**src/rtl/mem_ctrl_pkg.sv**
```systemverilog
// Shared encodings and widths for the unified memory port controller.
package mem_ctrl_pkg;

  localparam int unsigned ADDR_W  = 8;
  localparam int unsigned DATA_W  = 16;
  localparam int unsigned WDATA_W = 8;
  localparam int unsigned STAT_W  = 16;

  typedef enum logic [1:0] {
    OP_FETCH = 2'b00,
    OP_LOAD  = 2'b01,
    OP_STORE = 2'b10,
    OP_RSVD  = 2'b11
  } op_e;

  typedef enum logic [1:0] {
    ST_IDLE   = 2'b00,
    ST_ACCESS = 2'b01,
    ST_RESP   = 2'b10
  } state_e;

  // Request as latched at acceptance; addr/wdata drive the memory bus directly.
  typedef struct packed {
    op_e                op;
    logic [ADDR_W-1:0]  addr;
    logic [WDATA_W-1:0] wdata;
  } mem_req_t;

  // Fetch and load both read a word through the bus.
  function automatic logic is_read(op_e op);
    return (op == OP_FETCH) || (op == OP_LOAD);
  endfunction

endpackage

```
**src/rtl/mem_stat_counter.sv**
```systemverilog
// 16-bit saturating event counter with synchronous clear.
module mem_stat_counter
  import mem_ctrl_pkg::*;
(
  input  logic              clock,
  input  logic              clear,
  input  logic              inc,
  output logic [STAT_W-1:0] count
);

  // Count events, sticking at all-ones.
  always_ff @(posedge clock) begin
    if (clear) begin
      count <= '0;
    end else if (inc && (count != '1)) begin
      count <= count + STAT_W'(1);
    end
  end

endmodule

```
**src/rtl/mem_access_ctrl.sv**
```systemverilog
// Initiator side of the unified instruction/data memory port.
// Sequences fetch/load/store requests onto a single-port memory bus and
// captures read data into IR or MDR. Optional access statistics are built
// when MEM_ACCESS_STATS_EN is defined.
module mem_access_ctrl
  import mem_ctrl_pkg::*;
(
  input  logic               clock,
  input  logic               reset,
  input  logic               req_valid,
  output logic               req_ready,
  input  logic [1:0]         req_op,
  input  logic [ADDR_W-1:0]  req_addr,
  input  logic [WDATA_W-1:0] req_wdata,
  output logic               rsp_valid,
  input  logic               rsp_ready,
  output logic [DATA_W-1:0]  rsp_data,
  output logic               rsp_err,
  output logic [DATA_W-1:0]  instr_reg,
  output logic [DATA_W-1:0]  mdr,
  output logic [ADDR_W-1:0]  mem_addr,
  output logic               mem_we,
  output logic [WDATA_W-1:0] mem_wdata,
  input  logic [DATA_W-1:0]  mem_rdata,
  output logic [STAT_W-1:0]  stat_reads,
  output logic [STAT_W-1:0]  stat_writes
);

  state_e   state;
  mem_req_t req_q;
  logic     we_q;
  op_e      in_op;

  assign in_op = op_e'(req_op);

  // Bus address and write data come straight from the latched request.
  assign mem_addr  = req_q.addr;
  assign mem_wdata = req_q.wdata;

  // A store caught by reset mid-access must not reach memory.
  assign mem_we = we_q & ~reset;

  // Request sequencing: IDLE -> ACCESS -> RESP, reserved op skips ACCESS.
  always_ff @(posedge clock) begin
    if (reset) begin
      state     <= ST_IDLE;
      req_q     <= '0;
      we_q      <= 1'b0;
      req_ready <= 1'b1;
      rsp_valid <= 1'b0;
      rsp_data  <= '0;
      rsp_err   <= 1'b0;
      instr_reg <= '0;
      mdr       <= '0;
    end else begin
      case (state)
        ST_IDLE: begin
          if (req_valid) begin
            req_q     <= '{op: in_op, addr: req_addr, wdata: req_wdata};
            req_ready <= 1'b0;
            if (in_op == OP_RSVD) begin
              state     <= ST_RESP;
              rsp_valid <= 1'b1;
              rsp_data  <= '0;
              rsp_err   <= 1'b1;
            end else begin
              state <= ST_ACCESS;
              we_q  <= (in_op == OP_STORE);
            end
          end
        end
        ST_ACCESS: begin
          state     <= ST_RESP;
          we_q      <= 1'b0;
          rsp_valid <= 1'b1;
          // Memory ignores addr[0]; only an odd fetch address is flagged.
          rsp_err   <= (req_q.op == OP_FETCH) && req_q.addr[0];
          case (req_q.op)
            OP_FETCH: begin
              instr_reg <= mem_rdata;
              rsp_data  <= mem_rdata;
            end
            OP_LOAD: begin
              mdr      <= mem_rdata;
              rsp_data <= mem_rdata;
            end
            default: begin
              rsp_data <= '0;
            end
          endcase
        end
        ST_RESP: begin
          if (rsp_ready) begin
            state     <= ST_IDLE;
            rsp_valid <= 1'b0;
            req_ready <= 1'b1;
          end
        end
        default: begin
          state     <= ST_IDLE;
          we_q      <= 1'b0;
          rsp_valid <= 1'b0;
          req_ready <= 1'b1;
        end
      endcase
    end
  end

`ifdef MEM_ACCESS_STATS_EN
  logic access_rd;
  logic access_wr;

  // One count per access cycle, split by direction.
  assign access_rd = (state == ST_ACCESS) && is_read(req_q.op);
  assign access_wr = (state == ST_ACCESS) && (req_q.op == OP_STORE);

  mem_stat_counter u_stat_reads (
    .clock (clock),
    .clear (reset),
    .inc   (access_rd),
    .count (stat_reads)
  );

  mem_stat_counter u_stat_writes (
    .clock (clock),
    .clear (reset),
    .inc   (access_wr),
    .count (stat_writes)
  );
`else
  assign stat_reads  = '0;
  assign stat_writes = '0;
`endif

endmodule

```
**config.mk**
```make
export PLATFORM = sky130hd
export DESIGN_NAME = mem_access_ctrl
export DESIGN_NICKNAME = d
export VERILOG_FILES = /design/src/rtl/mem_ctrl_pkg.sv /design/src/rtl/mem_stat_counter.sv /design/src/rtl/mem_access_ctrl.sv
export SDC_FILE = /design/constraint.sdc
export NUM_CORES = 1
export LEC_CHECK = 0
export BUFFER_PORTS_ARGS = -buffer_cell sky130_fd_sc_hd__buf_2
export CAP_MARGIN = 25
export CORE_MARGIN = 8
export CORE_UTILIZATION = 25
export DETAILED_ROUTE_END_ITERATION = 16
export SYNTH_ARGS = -nofsm -noshare
export SYNTH_HDL_FRONTEND = slang
export SYNTH_SLANG_ARGS = --single-unit
```
**constraint.sdc**
```tcl
create_clock -name clock -period 3.6 [get_ports clock]
set_input_delay 0.72 -clock clock [delete_from_list [all_inputs] [get_ports clock]]
set_output_delay 0.72 -clock clock [all_outputs]
set_load 0.1 [all_outputs]
```
# Word-level counts from Yosys, hierarchy flattened
# Index checks and enable logic that the tools add are counted.
# word_totals
reg_bits	72
in_bits	38
output_inout_bits	100
word_cells	56
# classes
eq_ne	9
muxes	19
n_bitwise	4
reduce_logical	13
# ops
cell	count
$mux 16	3
$pmux 16 s2	1
$reduce_and 3->1	4
$ne 2x2->1 const B	4
$reduce_and 2->1	4
$mux 1	7
$eq 2x2->1 const B	3
$mux 2	3
$pmux 1 s3	2
$pmux 2 s3	1
$eq 2x1->1 const B	2
$logic_not 2->1	2
$pmux 1 s2	2
$not 1->1	3
$reduce_bool 2->1	1
$reduce_or 2->1	1
$and 1x1->1	1
$logic_and 1x1->1	1

# Longest topological paths before layout
# Gate-level depths: netlist (run 1).
# logic_depth
word_depth	4
mapped_depth	6
ltp_nobuf	3

# Worst setup path before layout (run 1)
# No wires, ideal clock.
# synth_timing
kind	input-to-output
start	input port reset
end	output port mem_we
t_arrival_ps	2414
required_time_ps	2880
path_slack_ps	466
path_stages	3
n_path_buf	2
path_cell_list	buf_2 -> clkbuf_1 -> nor2b_1
# synth_between
elab_chain_cells	2
# synth_lines
element	line_no	text
start, declared	mem_access_ctrl.sv:9	input logic reset,
$not 1->1	mem_access_ctrl.sv:41	assign mem_we = we_q & ~reset;
$and 1x1->1	mem_access_ctrl.sv:41	
end, declared	mem_access_ctrl.sv:22	output logic mem_we,
# No other way between the ends.

# Final worst setup path (run 1)
# Ends and elaborated chain as after synthesis.

==> metrics, run 1 <==
Core ar. ~11,000 um2; layout overhead on the synthesized area 24.6%; maximum clock path buffer count 2; post-synthesis async set-or-reset flop share 0%; worst-case clock skew roughly 0.0050 ns; cell with the most instances after synthesis sky130_fd_sc_hd__dfxtp_1; pin count of the biggest net entering global routing 45; number of rows created at floorplan 39; total detailed-routing wirelength 7.43 mm; leading cell types by total area after synthesis sky130_fd_sc_hd__dfxtp_1 (51%), sky130_fd_sc_hd__buf_4 (14%), sky130_fd_sc_hd__a22o_1 (9.9%), sky130_fd_sc_hd__mux2i_1 (6.3%), sky130_fd_sc_hd__nand2_1 (4.5%); cell leakage power 1.68 nW; routability congestion estimate 0.719; DRC viols 0; Avg WL per Cell 14.4 um; register bit count reported by yosys a little over 70; top achievable clock speed 399 MHz; RSZ-0062 raised after global routing no; synthesized cell area 2840 um2; power density over the cells 638 nW/um2; starting density of the core 25.2%; number of flops mapped to enable cells by yosys 0; min Tclk post-route 2.50 ns; maximum level of the CTS H-tree 3; placed insts 499; TritonCTS clock tree built; hold slack 0.459 ns; Global Route met2 Usage between 10% and 20%; reported max-cap violation count 0; startpoint of the worst setup timing path reset; sort of element at the start of the critical path input port; number of gates resized after CTS 0; final count of hold timing violations 0; number of buffers created by CTS 9; WP data arrival 1.78 ns; total via count in the routed design 2,211; Layout Cells excl Fill 516; Worst Path Class, Setup input port to output pin; layout cell share with drive strength beyond 1 between 30% and 40%; critical path peak fanout 44; worst hold path type register to register; global routing met3 resource utilization under 10%; total power draw 2.25 mW; Max IR drop VDD 0.000303 V; Die W roughly 120 um; Worst Hold Depth 2; Die Area 15,000 um2; number of pins exceeding their max-slew limit in the final report 0; post-route ant nets 0; total iterations of the first detailed-routing run 4; I/O pin count 138; via density per instance 4.28; status finished clean; share of Yosys cell area claimed by the top area cell type between 50 and 60%; R2R cell count 4; initial antenna violation count 1; first-pass GRT wire length about 11 mm; library cells used by synthesis 30; count of routing violations after the opening detailed-route iteration 120; global routing met1 resource utilization 11.6%; Detail Placement HPWL 5.60 mm; worst reg2reg endpoint instr_reg[14]; layer with the highest usage after global routing met2; Clk Tree Root Cell sky130_fd_sc_hd__clkbuf_16; Post-CTS Setup Inserts 0; total of buffers placed on input and output ports 105; global router's overall resource usage 9.59%; Die Ht between 100 and 150 um; mean post-synth cell area 10.0 um2; CTS Hold Buffers Added 0; worst setup path endpoint mem_we; Inserted Diodes 0; actual transition at the worst max-transition pin slightly below 0.9 ns; Yosys warning total 0; required time of the critical path 2.88 ns; via count of the first global-routing pass about 2,100; leading area contributor after synthesis sky130_fd_sc_hd__dfxtp_1; Remaining Overflow, GRT 0; ys flop type sky130_fd_sc_hd__dfxtp_1; launching point of the worst reg2reg path state[0]; clock sink total 72; headroom to the max-slew limit 42.0%; post-synthesis cell count 283; Register-to-Register Setup Slack 1.74 ns; clock network latency to the later pin of the worst-skew pair 0.33 ns; top cells by count, synth sky130_fd_sc_hd__dfxtp_1 (72), sky130_fd_sc_hd__buf_4 (52), sky130_fd_sc_hd__nand2_1 (34), sky130_fd_sc_hd__a22o_1 (32), sky130_fd_sc_hd__nor2_1 (21); part of the Yosys area used for sequential elements 50.8%; critical path endpoint category output pin; number of failing setup endpoints in the final timing report 0; nets@finish about 410; Setup TNS Final 0 ns; clock-pin slew reported for the worst setup and hold paths after clock tree synthesis 0.06 ns; ratio of final minimum period to clock period between 60% and 70%
==> worst min path at each step <==
stage | start | to | slack [ns]
CTS | mdr[12] | mdr[12] | 0.46
floorplan | mem_addr[7] | mem_addr[7] | 0.46
global route | mdr[14] | mdr[14] | 0.48
finish | mdr[11] | mdr[11] | 0.46
detailed placement | mdr[12] | mdr[12] | 0.45
global placement | mdr[12] | mdr[12] | 0.44
==> layout by cell type (no fill, tap or decap), types with 2 or more instances in the layout <==
cell,n
sky130_fd_sc_hd__a22o_1,32
sky130_fd_sc_hd__dfxtp_1,72
sky130_fd_sc_hd__mux2i_1,18
sky130_fd_sc_hd__a21oi_1,20
sky130_fd_sc_hd__buf_4,3
sky130_fd_sc_hd__clkinvlp_4,2
sky130_fd_sc_hd__buf_2,105
sky130_fd_sc_hd__nor2_1,21
sky130_fd_sc_hd__inv_1,2
sky130_fd_sc_hd__nand2_1,34
sky130_fd_sc_hd__conb_1,32
sky130_fd_sc_hd__inv_6,3
sky130_fd_sc_hd__clkbuf_16,9
==> kinds of logic after synthesis <==
logic type,synth area share [%]
AO/OA/AOI/OAI,15.2
buffers and inverters,16.6
flip-flops,50.8
multiplexers,6.35
other,0.132
AND/OR/NAND/NOR,10.9
==> power by group <==
group          leakage, nW  switching, mW  internal (mW)
Clock                0.135          0.372          0.480
Combinational        0.958          0.463         0.0814
Sequential           0.586         0.0252          0.833
Total                 1.68          0.860           1.39
==> layer usage <==
metal / part of all wire (%) / vias up
met3: 11 / 11
met1: 42 / 1031
met4: 1.4 / 2
met5: 0.17 / -
li1: - / 1058
met2: 46 / 109
==> metrics by stage <==
step                      cell area, um2  setup WS, ns  util (%)
after CTS                           3520          1.07      31.3
after detailed placement            3240          1.07      28.7
after global routing                3530          1.01      31.4
final                               3530          1.10      31.4
after global placement              3240          1.10      28.7
after floorplan                     2950         0.466         -
==> cell type report <==
class | instances | area (um2)
timing repair buffer | 109 | 559
clock inverter | 7 | 61.3
fill | 1162 | 7740
multi-input combinational | 174 | 1060
sequential | 72 | 1440
clock buffer | 9 | 225
inverter | 2 | 7.51
tap | 143 | 179
==> critical path, stage by stage <==
cell,delay (ns)
sky130_fd_sc_hd__buf_2,0.64
sky130_fd_sc_hd__nor2b_1,0.09
sky130_fd_sc_hd__buf_2,0.32
Power figures use the tool's default switching activity.
==> run 2: changes to the inputs <==
- ABC_AREA: default -> 1
- clock period: 3.6 -> 2.35 ns (I/O delays scaled with it)
==> metrics, run 2 <==
DRC viols 0 (unchanged); clock sink total 72 (unchanged); Detail Placement HPWL 6.84 mm (+22%); part of the Yosys area used for sequential elements 46.5% (-4.3 points); Avg WL per Cell 13.7 um (-5.0%); leading area contributor after synthesis sky130_fd_sc_hd__dfxtp_1; routability congestion estimate 0.707 (-1.8%); register bit count reported by yosys 72 (unchanged); post-synthesis cell count 420 (+48%); global router's overall resource usage 11.3% (+1.7 points); min Tclk post-route roughly 1.8 ns; Worst Path Class, Setup register to output pin; total via count in the routed design 2,781 (+26%); number of buffers created by CTS 9 (unchanged); share of Yosys cell area claimed by the top area cell type 46.5% (-4.3 points); R2R cell count 5 (+1); number of gates resized after CTS 0 (unchanged); RSZ-0062 raised after global routing no; top cells by count, synth sky130_fd_sc_hd__nand2_1 (92), sky130_fd_sc_hd__dfxtp_1 (72), sky130_fd_sc_hd__nor2_1 (55), sky130_fd_sc_hd__buf_4 (52), sky130_fd_sc_hd__a21oi_1 (51); register area 1440 um2 (unchanged); Max IR drop VDD 0.000266 V (-12%); most used cells in the layout excluding fill and tap cells sky130_fd_sc_hd__buf_2 (105), sky130_fd_sc_hd__nand2_1 (92), sky130_fd_sc_hd__dfxtp_1 (72), sky130_fd_sc_hd__nor2_1 (54), sky130_fd_sc_hd__a21oi_1 (51); cell leakage power 1.80 nW (+7.3%); most common cell after layout, fill and taps aside sky130_fd_sc_hd__buf_2; area used by multi-input combinational logic 1200 um2 (+13%); post-route ant nets 0 (unchanged); cell type group with the largest total delay on the critical path buffers and inverters; clock network latency to the later pin of the worst-skew pair 0.33 ns (about the same); mean post-synth cell area 7.38 um2 (-26%); critical path peak fanout 2 (-95%); Worst Hold Depth 3 (+1); library cells used by synthesis 19 (-37%); Inserted Diodes 0 (unchanged); ratio of final minimum period to clock period 75.1%; via count of the first global-routing pass 2,735 (+29%); worst hold path type input port to register; first-pass GRT wire length 14.2 mm (+28%); synthesized cell area 3100 um2 (+9.2%); worst-case clock skew 0.00575 ns (+0.000704 ns); Die Area 16,200 um2 (+8.0%); pin count of the biggest net entering global routing 51 (+13%); power density over the cells 1030 nW/um2 (+62%); headroom to the max-slew limit 60.8% (+19 points); via density per instance 4.12 (-3.8%); layout overhead on the synthesized area 24.3%; CTS Hold Buffers Added 0 (unchanged); cell with the most instances after synthesis sky130_fd_sc_hd__nand2_1; actual transition at the worst max-transition pin 0.588 ns (-0.281 ns); Die W 127 um (+3.9%); I/O pin count 138 (unchanged); total power draw 3.97 mW (+76%); maximum level of the CTS H-tree 3 (unchanged); total detailed-routing wirelength 9.24 mm (+24%); initial antenna violation count 0 (-1); critical path buffer and inverter count 2 (unchanged); Setup TNS Final 0 ns (unchanged); Remaining Overflow, GRT 0 (unchanged); logic depth of the worst setup path including buffers 3 (unchanged); post-synthesis async set-or-reset flop share 0% (unchanged); Yosys warning total 0 (unchanged); ys flop type sky130_fd_sc_hd__dfxtp_1; Core ar. 12,100 um2 (+7.0%); leading cell types by total area after synthesis sky130_fd_sc_hd__dfxtp_1 (47%), sky130_fd_sc_hd__buf_4 (13%), sky130_fd_sc_hd__nand2_1 (11%), sky130_fd_sc_hd__a21oi_1 (8.2%), sky130_fd_sc_hd__nor2_1 (6.7%); number of rows created at floorplan 40 (+2.6%); Die Ht 127 um (+3.9%); required time of the critical path 1.88 ns (-1.00 ns); layout cell share with drive strength beyond 1 26.6% (-9.0 points); maximum clock path buffer count 2 (unchanged); Clk Tree Root Cell sky130_fd_sc_hd__clkbuf_16; Worst path max stage delay 0.45 ns (-0.19 ns); Setup WS post-layout 0.584 ns (-0.512 ns); minimum setup slack after placement 0.493 ns (-0.578 ns); starting density of the core 25.7% (+0.51 points); cells along the critical path inv_1 > nor2_2 > buf_2; Post-CTS Setup Inserts 0 (unchanged); count of routing violations after the opening detailed-route iteration 172 (+43%); sort of element at the start of the critical path register; top achievable clock speed about 570 MHz; total of buffers placed on input and output ports 105 (unchanged); WP data arrival 1.30 ns (-0.48 ns); critical path endpoint category output pin; status finished clean; total iterations of the first detailed-routing run 4 (unchanged); number of flops mapped to enable cells by yosys 0 (unchanged); nets@finish 541 (+33%); clock-pin slew reported for the worst setup and hold paths after clock tree synthesis 0.05 ns (about the same); number of failing setup endpoints in the final timing report 0 (unchanged); number of fillers in the final layout 1,293 (+11%); final count of hold timing violations 0 (unchanged); number of pins exceeding their max-slew limit in the final report 0 (unchanged); TritonCTS clock tree built; highest-delay cell along the critical path sky130_fd_sc_hd__buf_2; reported max-cap violation count 0 (unchanged)
==> run 2: changes by cell type after synthesis, moves of 3 or more <==
cell	change
sky130_fd_sc_hd__nand2_1	+58
sky130_fd_sc_hd__nor2_1	+34
sky130_fd_sc_hd__a22o_1	-32
sky130_fd_sc_hd__a21oi_1	+31
sky130_fd_sc_hd__inv_1	+24
sky130_fd_sc_hd__nand3_1	+24
sky130_fd_sc_hd__mux2i_1	-18
sky130_fd_sc_hd__o21ai_0	+18
sky130_fd_sc_hd__clkbuf_1	+3
sky130_fd_sc_hd__inv_2	+3
sky130_fd_sc_hd__nand2_2	+3
==> run 2: path summary, 6_finish.rpt <==
kind | slack [ns] | from | to
setup / recovery | 0.58 | we_q | mem_we
hold / removal | 0.39 | req_addr[0] | mem_addr[0]
setup reg to reg | 0.83 | state[0] | mdr[8]
hold reg to reg | 0.46 | mdr[15] | mdr[15]
==> run 2: cell families (layout without fill, tap and decap cells) <==
family          after synthesis  in the layout  share of synthesized area, %
other cells                   1             32                         0.121
buf+inv                      98            154                          18.5
simple gates                179            179                          23.6
compound gates               70             70                          11.3
flops                        72             72                          46.5
==> run 2: final cells by class <==
cell class / count / area share, %
clock buffers: 9 / 5.85
clock inverters: 6 / 2.21
inverters: 29 / 2.83
multi-input cells: 281 / 31.3
flip-flops and latches: 72 / 37.4
well taps: 168 / 5.46
repair buffers: 110 / 14.9
==> run 2: worst reg2reg max path, stage by stage (launching register included) <==
cell,delay (ns)
sky130_fd_sc_hd__dfxtp_1,0.39
sky130_fd_sc_hd__inv_2,0.08
sky130_fd_sc_hd__nor2_4,0.23
sky130_fd_sc_hd__nand3_2,0.42
sky130_fd_sc_hd__nand2_1,0.19
sky130_fd_sc_hd__a21oi_1,0.07
==> run 2: through the flow <==
| step | hold WS [ns] | utilization, % | area (um2) | cells |
|---|---|---|---|---|
| 2_1_floorplan | 0.454 | - | 3220 | 451 |
| 3_3_place_gp | 0.448 | 29.3 | 3540 | 660 |
| 5_1_grt | 0.403 | 31.9 | 3850 | 675 |
| 4_1_cts | 0.383 | 31.9 | 3850 | 675 |
| 3_5_place_dp | 0.452 | 29.3 | 3540 | 660 |
| 6_report | 0.395 | 31.9 | 3850 | 675 |
==> run 2: per-layer routing <==
layer / share of wire [%] / vias to the layer above / global-route usage [%]
met2: 47 / 91 / 18.7
li1: - / 1406 / -
met3: 8.6 / 5 / 3.54
met4: 1.2 / 0 / 5.67
met1: 43 / 1279 / 12.8
met5: 0 / - / 0
==> run 2: power by group <==
part	internal, mW	switching [mW]
clock network	0.918	0.497
logic	0.165	1.03
registers	1.31	0.0542
